File: src/rtl/dual_opl_mixer_if.sv
// dual_opl_mixer_if
// Groups the sample-side and output-side signals of the dual OPL mixer.
//   snd1, snd2   : signed 16-bit samples from the two YM3526 cores
//   sample       : sample strobe; its rising edge marks a new snd1/snd2 pair
//   vol1, vol2   : unsigned 4-bit channel gains (0 = silent, 15 = max)
//   mute         : forces the mixed value to zero for captured samples
//   clip_clr     : clears the sticky clip flag
//   snd_out      : signed 16-bit mixed sample, held between updates
//   out_valid    : one-cycle pulse when snd_out updates
//   clip         : sticky saturation flag
// master drives the inputs (sound source / bench); slave is the mixer.
interface dual_opl_mixer_if;
    logic signed [15:0] snd1;
    logic signed [15:0] snd2;
    logic               sample;
    logic        [3:0]  vol1;
    logic        [3:0]  vol2;
    logic               mute;
    logic               clip_clr;
    logic signed [15:0] snd_out;
    logic               out_valid;
    logic               clip;

    modport master (
        output snd1, snd2, sample, vol1, vol2, mute, clip_clr,
        input  snd_out, out_valid, clip
    );

    modport slave (
        input  snd1, snd2, sample, vol1, vol2, mute, clip_clr,
        output snd_out, out_valid, clip
    );
endinterface

File: src/rtl/dual_opl_mixer.sv
// dual_opl_mixer
// Mixes the outputs of two YM3526 cores with per-channel gain, saturates the
// sum to 16 bits and optionally smooths it with a one-pole low-pass filter.
// Ports:
//   clk  : system clock, all logic on its rising edge
//   rst  : synchronous active-high reset
//   bus  : dual_opl_mixer_if.slave (samples, gains, mute, clip_clr in;
//          snd_out, out_valid, clip out)
// Parameter:
//   LPF_SHIFT : filter coefficient as a right shift, legal range 1..6
// Build option:
//   DUAL_OPL_MIXER_LPF_EN : when defined, adds filter stage S3 and output
//                           appears 3 clocks after the edge; otherwise the
//                           saturated mix is output 2 clocks after the edge.
module dual_opl_mixer #(
    parameter int unsigned LPF_SHIFT = 2
) (
    input  logic              clk,
    input  logic              rst,
    dual_opl_mixer_if.slave   bus
);

    if (LPF_SHIFT < 1 || LPF_SHIFT > 6) begin : g_bad_lpf_shift
        $error("dual_opl_mixer: LPF_SHIFT must be in 1..6");
    end

    // Resets high so a strobe already high at reset release is not an edge.
    logic sample_r;
    logic smp_edge;
    assign smp_edge = bus.sample & ~sample_r;

    // S0 capture registers
    logic               s0_valid;
    logic signed [15:0] s0_snd1;
    logic signed [15:0] s0_snd2;
    logic        [3:0]  s0_vol1;
    logic        [3:0]  s0_vol2;
    logic               s0_mute;

    // S1 product registers
    logic               s1_valid;
    logic signed [20:0] s1_p1;
    logic signed [20:0] s1_p2;
    logic               s1_mute;

    // S2 combinational mix and saturation
    logic signed [21:0] s2_sum;
    logic signed [21:0] s2_shift;
    logic signed [15:0] s2_res;
    logic               s2_sat;

    logic               sat_r;
    logic               clip_r;
    logic               out_valid_r;
    logic signed [15:0] out_r;

    assign bus.snd_out   = out_r;
    assign bus.out_valid = out_valid_r;
    assign bus.clip      = clip_r;

    always_ff @(posedge clk) begin
        if (rst) begin
            sample_r <= 1'b1;
            s0_valid <= 1'b0;
            s0_snd1  <= '0;
            s0_snd2  <= '0;
            s0_vol1  <= '0;
            s0_vol2  <= '0;
            s0_mute  <= 1'b0;
            s1_valid <= 1'b0;
            s1_p1    <= '0;
            s1_p2    <= '0;
            s1_mute  <= 1'b0;
        end else begin
            sample_r <= bus.sample;
            s0_valid <= smp_edge;
            if (smp_edge) begin
                s0_snd1 <= bus.snd1;
                s0_snd2 <= bus.snd2;
                s0_vol1 <= bus.vol1;
                s0_vol2 <= bus.vol2;
                s0_mute <= bus.mute;
            end
            s1_valid <= s0_valid;
            s1_mute  <= s0_mute;
            // Gains are zero-extended so 8..15 stay positive multipliers.
            s1_p1    <= 21'(s0_snd1) * 21'($signed({1'b0, s0_vol1}));
            s1_p2    <= 21'(s0_snd2) * 21'($signed({1'b0, s0_vol2}));
        end
    end

    always_comb begin
        s2_sum   = 22'(s1_p1) + 22'(s1_p2);
        s2_shift = s2_sum >>> 3;
        s2_res   = s2_shift[15:0];
        s2_sat   = 1'b0;
        if (s1_mute) begin
            s2_res = '0;
        end else if (s2_shift > 22'sd32767) begin
            s2_res = 16'sh7fff;
            s2_sat = 1'b1;
        end else if (s2_shift < -22'sd32768) begin
            s2_res = 16'sh8000;
            s2_sat = 1'b1;
        end
    end

    // Saturation is registered first, so clip rises one clock after S2.
    // A new saturation wins over a simultaneous clear.
    always_ff @(posedge clk) begin
        if (rst) begin
            sat_r  <= 1'b0;
            clip_r <= 1'b0;
        end else begin
            sat_r <= s1_valid & s2_sat;
            if (sat_r) begin
                clip_r <= 1'b1;
            end else if (bus.clip_clr) begin
                clip_r <= 1'b0;
            end
        end
    end

`ifdef DUAL_OPL_MIXER_LPF_EN
    logic               x_valid;
    logic signed [15:0] x_r;
    logic signed [16:0] lpf_diff;
    logic signed [16:0] lpf_step;

    // y moves a fraction of the way toward x, so y + step never leaves
    // the 16-bit range even though the difference needs 17 bits.
    always_comb begin
        lpf_diff = 17'(x_r) - 17'(out_r);
        lpf_step = lpf_diff >>> LPF_SHIFT;
    end

    always_ff @(posedge clk) begin
        if (rst) begin
            x_valid     <= 1'b0;
            x_r         <= '0;
            out_valid_r <= 1'b0;
            out_r       <= '0;
        end else begin
            x_valid     <= s1_valid;
            if (s1_valid) begin
                x_r <= s2_res;
            end
            out_valid_r <= x_valid;
            if (x_valid) begin
                out_r <= out_r + lpf_step[15:0];
            end
        end
    end
`else
    always_ff @(posedge clk) begin
        if (rst) begin
            out_valid_r <= 1'b0;
            out_r       <= '0;
        end else begin
            out_valid_r <= s1_valid;
            if (s1_valid) begin
                out_r <= s2_res;
            end
        end
    end
`endif

endmodule

File: src/flat_wrapper.sv
// flat-port wrapper written by rule: the top's interface ports become plain ports
module dual_opl_mixer_flat 
#(
    parameter int unsigned LPF_SHIFT = 2
)
  (clk, rst, bus_snd1, bus_snd2, bus_sample, bus_vol1, bus_vol2, bus_mute, bus_clip_clr, bus_snd_out, bus_out_valid, bus_clip);
  dual_opl_mixer_if bus_i ();
  input  logic clk;
  input  logic rst;
  input wire logic [$bits(bus_i.snd1)-1:0] bus_snd1;
  input wire logic [$bits(bus_i.snd2)-1:0] bus_snd2;
  input wire logic [$bits(bus_i.sample)-1:0] bus_sample;
  input wire logic [$bits(bus_i.vol1)-1:0] bus_vol1;
  input wire logic [$bits(bus_i.vol2)-1:0] bus_vol2;
  input wire logic [$bits(bus_i.mute)-1:0] bus_mute;
  input wire logic [$bits(bus_i.clip_clr)-1:0] bus_clip_clr;
  output wire logic [$bits(bus_i.snd_out)-1:0] bus_snd_out;
  output wire logic [$bits(bus_i.out_valid)-1:0] bus_out_valid;
  output wire logic [$bits(bus_i.clip)-1:0] bus_clip;
  assign bus_i.snd1 = bus_snd1;
  assign bus_i.snd2 = bus_snd2;
  assign bus_i.sample = bus_sample;
  assign bus_i.vol1 = bus_vol1;
  assign bus_i.vol2 = bus_vol2;
  assign bus_i.mute = bus_mute;
  assign bus_i.clip_clr = bus_clip_clr;
  assign bus_snd_out = bus_i.snd_out;
  assign bus_out_valid = bus_i.out_valid;
  assign bus_clip = bus_i.clip;
  dual_opl_mixer #(.LPF_SHIFT(LPF_SHIFT)) u_core (.clk(clk), .rst(rst), .bus(bus_i));
endmodule
File: config.mk
export PLATFORM = sky130hd
export DESIGN_NAME = dual_opl_mixer_flat
export DESIGN_NICKNAME = d
export VERILOG_FILES = /design/src/rtl/dual_opl_mixer_if.sv /design/src/rtl/dual_opl_mixer.sv /design/src/flat_wrapper.sv
export SDC_FILE = /design/constraint.sdc
export NUM_CORES = 1
export LEC_CHECK = 0
export CAP_MARGIN = 15
export CORE_MARGIN = 2
export CORE_UTILIZATION = 48
export DETAILED_ROUTE_END_ITERATION = 7
export PLACE_DENSITY = 0.67
export SYNTH_ARGS = -nofsm -noshare
export SYNTH_HDL_FRONTEND = slang
export SYNTH_SLANG_ARGS = --single-unit
File: constraint.sdc
create_clock -name clk -period 6.3 [get_ports clk]
set_input_delay 0.945 -clock clk [delete_from_list [all_inputs] [get_ports clk]]
set_output_delay 0.945 -clock clk [all_outputs]
set_load 0.02 [all_outputs]
==> impl_metrics.json <==
{
  "status": "completed",
  "post_cts_buffers": 0,
  "min_path_type": "flop to flop",
  "tritoncts": "done",
  "finalSetupViolCount": 0,
  "p_leak_nw": 4.993,
  "arrival_ns": 4.82,
  "grt_pass1_wl_um": 31280,
  "drv_cap": 0,
  "worstMarginPinSlew_ns": 1.005,
  "min_period_ns": 4.576,
  "portBuffers": 62,
  "die_h_um": 141.5,
  "drc": 0,
  "synthCells": 1081,
  "worstSetupPathType": "flop to flop",
  "insertion_delay_ns": 0.36,
  "rows": 50,
  "worst_setup_path_end_kind": "flop",
  "coreArea_um2": 18640,
  "syn-mean-instance-area_um2": 8.401,
  "drt_iter0_markers": 253,
  "holdBufCountCts": 0,
  "syn-num-nets": 1292,
  "worst_slack_ns": 1.724,
  "root_buffer": "clkbuf_16",
  "layout_commonest_cell": "inv_1",
  "startpoint_type": "flop",
  "min_from": "u_core.s0_valid$_SDFF_PP0_",
  "cts.sinks": 106,
  "whs_ns": 0.4403,
  "viasPerCell": 5.081,
  "synth_warnings": 0,
  "syn_to_final_growth_pct": 11.42,
  "synth-main-ff-cell": "dfxtp_1",
  "n_antenna_cell": 0,
  "synth_edf_count": 0,
  "ys_top_cells_by_area": "dfxtp_1, fa_1, ha_1",
  "io_pins": 63,
  "fillers": 1776,
  "dp.cells": 1339,
  "htreeDepth": 3,
  "drive_above_1_share_pct": 4.014,
  "grt_setup_unrepaired": "false",
  "dr.pass1.iters": 4,
  "netlist-cell-type-count": 73,
  "post_cts_resized": 0,
  "vias": 6885,
  "dp.final_hpwl_um": 14380,
  "ys_seq_area_share_pct": 23.37,
  "track_usage_pct": 18.90,
  "antenna_found_initial": 0,
  "start_util_pct": 48.71,
  "setup_tns_ns": 0,
  "hold_violations": 0,
  "peakVddDrop_mv": 0.1243,
  "instances_no_fill": 1355,
  "netlist_area_um2": 9081,
  "slew_headroom_pct": 32.98,
  "first_global_vias": 6771,
  "slew_violations": 0,
  "final_nets": 1327,
  "period_share_pct": 72.63,
  "critPathRequiredTime_ns": 6.55,
  "pre_cts_slack_ns": 1.683,
  "synth-seq-cells": 106,
  "numCtsBuffers": 9,
  "wl_per_cell_um": 13.19,
  "synthArstFlopShare_pct": 0,
  "grt_max_degree": 100,
  "synth_top_area_share_pct": 23.37,
  "place.gp.congestion": 0.8320,
  "fin_skew_ns": 0.008891,
  "drt-total-wl_um": 17870,
  "clkTransAtPathRegs_ns": 0.08,
  "clockBufferDepth": 2,
  "dieWidth_um": 141.5,
  "max_clock_freq_mhz": 218.5,
  "crit_start": "u_core.s0_vol1[2]$_SDFFE_PP0P_",
  "cp_max_fo": 17,
  "total_power_mw": 1.396,
  "p_per_area_nw_per_um2": 138.0,
  "die-area_um2": 20040,
  "yosys.area.top_type": "dfxtp_1",
  "grt_remaining_overflow": 0,
  "antenna_left": 0,
  "rr_startpoint": "u_core.s0_vol1[2]$_SDFFE_PP0P_",
  "layout_common_cells": "inv_1, nand2_1, dfxtp_1"
}
==> registers in the layout, summed over array words and instances (netlist names) <==
name	flops
u_core.sat_r	1
u_core.s1_mute	1
u_core.s0_snd1	16
u_core.s1_p2	21
u_core.bus.out_valid	1
u_core.sample_r	1
u_core.s0_vol2	4
u_core.s1_p1	21
u_core.s0_mute	1
u_core.bus.clip	1
u_core.s0_snd2	16
u_core.bus.snd_out	16
u_core.s0_valid	1
u_core.s0_vol1	4
u_core.s1_valid	1
==> stage by stage <==
step	cell area (µm²)	util, %
global placement	9801	52.57
floorplan	9081	-
CTS	10120	54.28
detailed placement	9801	52.57
global route	10120	54.28
finish	10120	54.28
==> area by class of cell <==
class                   count  area, µm²  area share [%]
clock buffers               9      225.2           2.226
multi-input cells         780       6171           60.99
inverters                 155      581.8           5.750
well taps                 234      292.8           2.894
repair buffers             64      633.1           6.257
clock inverters             7      92.59          0.9150
flip-flops and latches    106       2122           20.97
==> worst paths after layout <==
| path | endpoint | slack [ns] | cells past startpoint |
|---|---|---|---|
| min reg2reg | u_core.s1_valid$_SDFF_PP0_ | 0.44 | 1 |
| min | u_core.s1_valid$_SDFF_PP0_ | 0.44 | 1 |
| max reg2reg | u_core.s1_p1[20]$_SDFF_PP0_ | 1.72 | 15 |
| max | u_core.s1_p1[20]$_SDFF_PP0_ | 1.72 | 15 |
==> where the power goes <==
part	internal, mW	switching (mW)	leakage [nW]	total, mW
Clock	0.321	0.284	0.157	0.605
Combinational	0.0458	0.0456	3.98	0.0914
Sequential	0.682	0.0184	0.857	0.700
==> layer usage <==
layer | vias to the layer above | GRT usage (%) | wire [µm]
met5 | - | 0 | 0
met4 | 0 | 3.947 | 127
met3 | 10 | 2.700 | 399
met2 | 84 | 31.02 | 7963
met1 | 3209 | 26.67 | 9377
li1 | 3582 | - | -
==> synthesized netlist by cell type (all sizes together) (3+ instances only) <==
master   count
or3          3
o21a         5
nor4b        3
nand2      146
nor3b        4
a211oi       7
fa          66
buf         11
a21oi       90
clkbuf      28
a2bb2oi      3
o21bai       8
and2        92
a221o        8
xor2        17
nor2        49
dfxtp      106
a21o        28
nor2b       13
ha         100
nand3       11
and3         8
o211ai      10
xnor2       30
nand2b       4
nand4        5
inv        155
o21ai       25
a31oi        5
nor3         6
==> kinds of logic (layout without fill, tap and decap cells) <==
logic type	after synthesis	in the layout	share of synthesized area [%]
DFF	106	106	23.37
xor gates and xnor gates	47	47	4.533
adders and majority gates	166	166	28.33
and+or+nand+nor	355	355	19.50
muxes	4	4	0.4684
AOI/OAI and AO/OA	208	208	15.10
buffers and inverters	195	235	8.708
==> critical path, stage by stage, from the launching register on <==
cell and delay, ns:
dfxtp_1 0.62, and2_1 0.20, ha_1 0.23, inv_1 0.08, fa_1 0.41, fa_1 0.55, inv_1 0.05, ha_1 0.33
a21o_1 0.17, a21oi_1 0.21, o21bai_1 0.11, a211o_1 0.31, a221oi_1 0.35, o2111ai_1 0.22, o31ai_1 0.24, mux2_2 0.37
No activity file was read; power rests on OpenSTA's default activity.
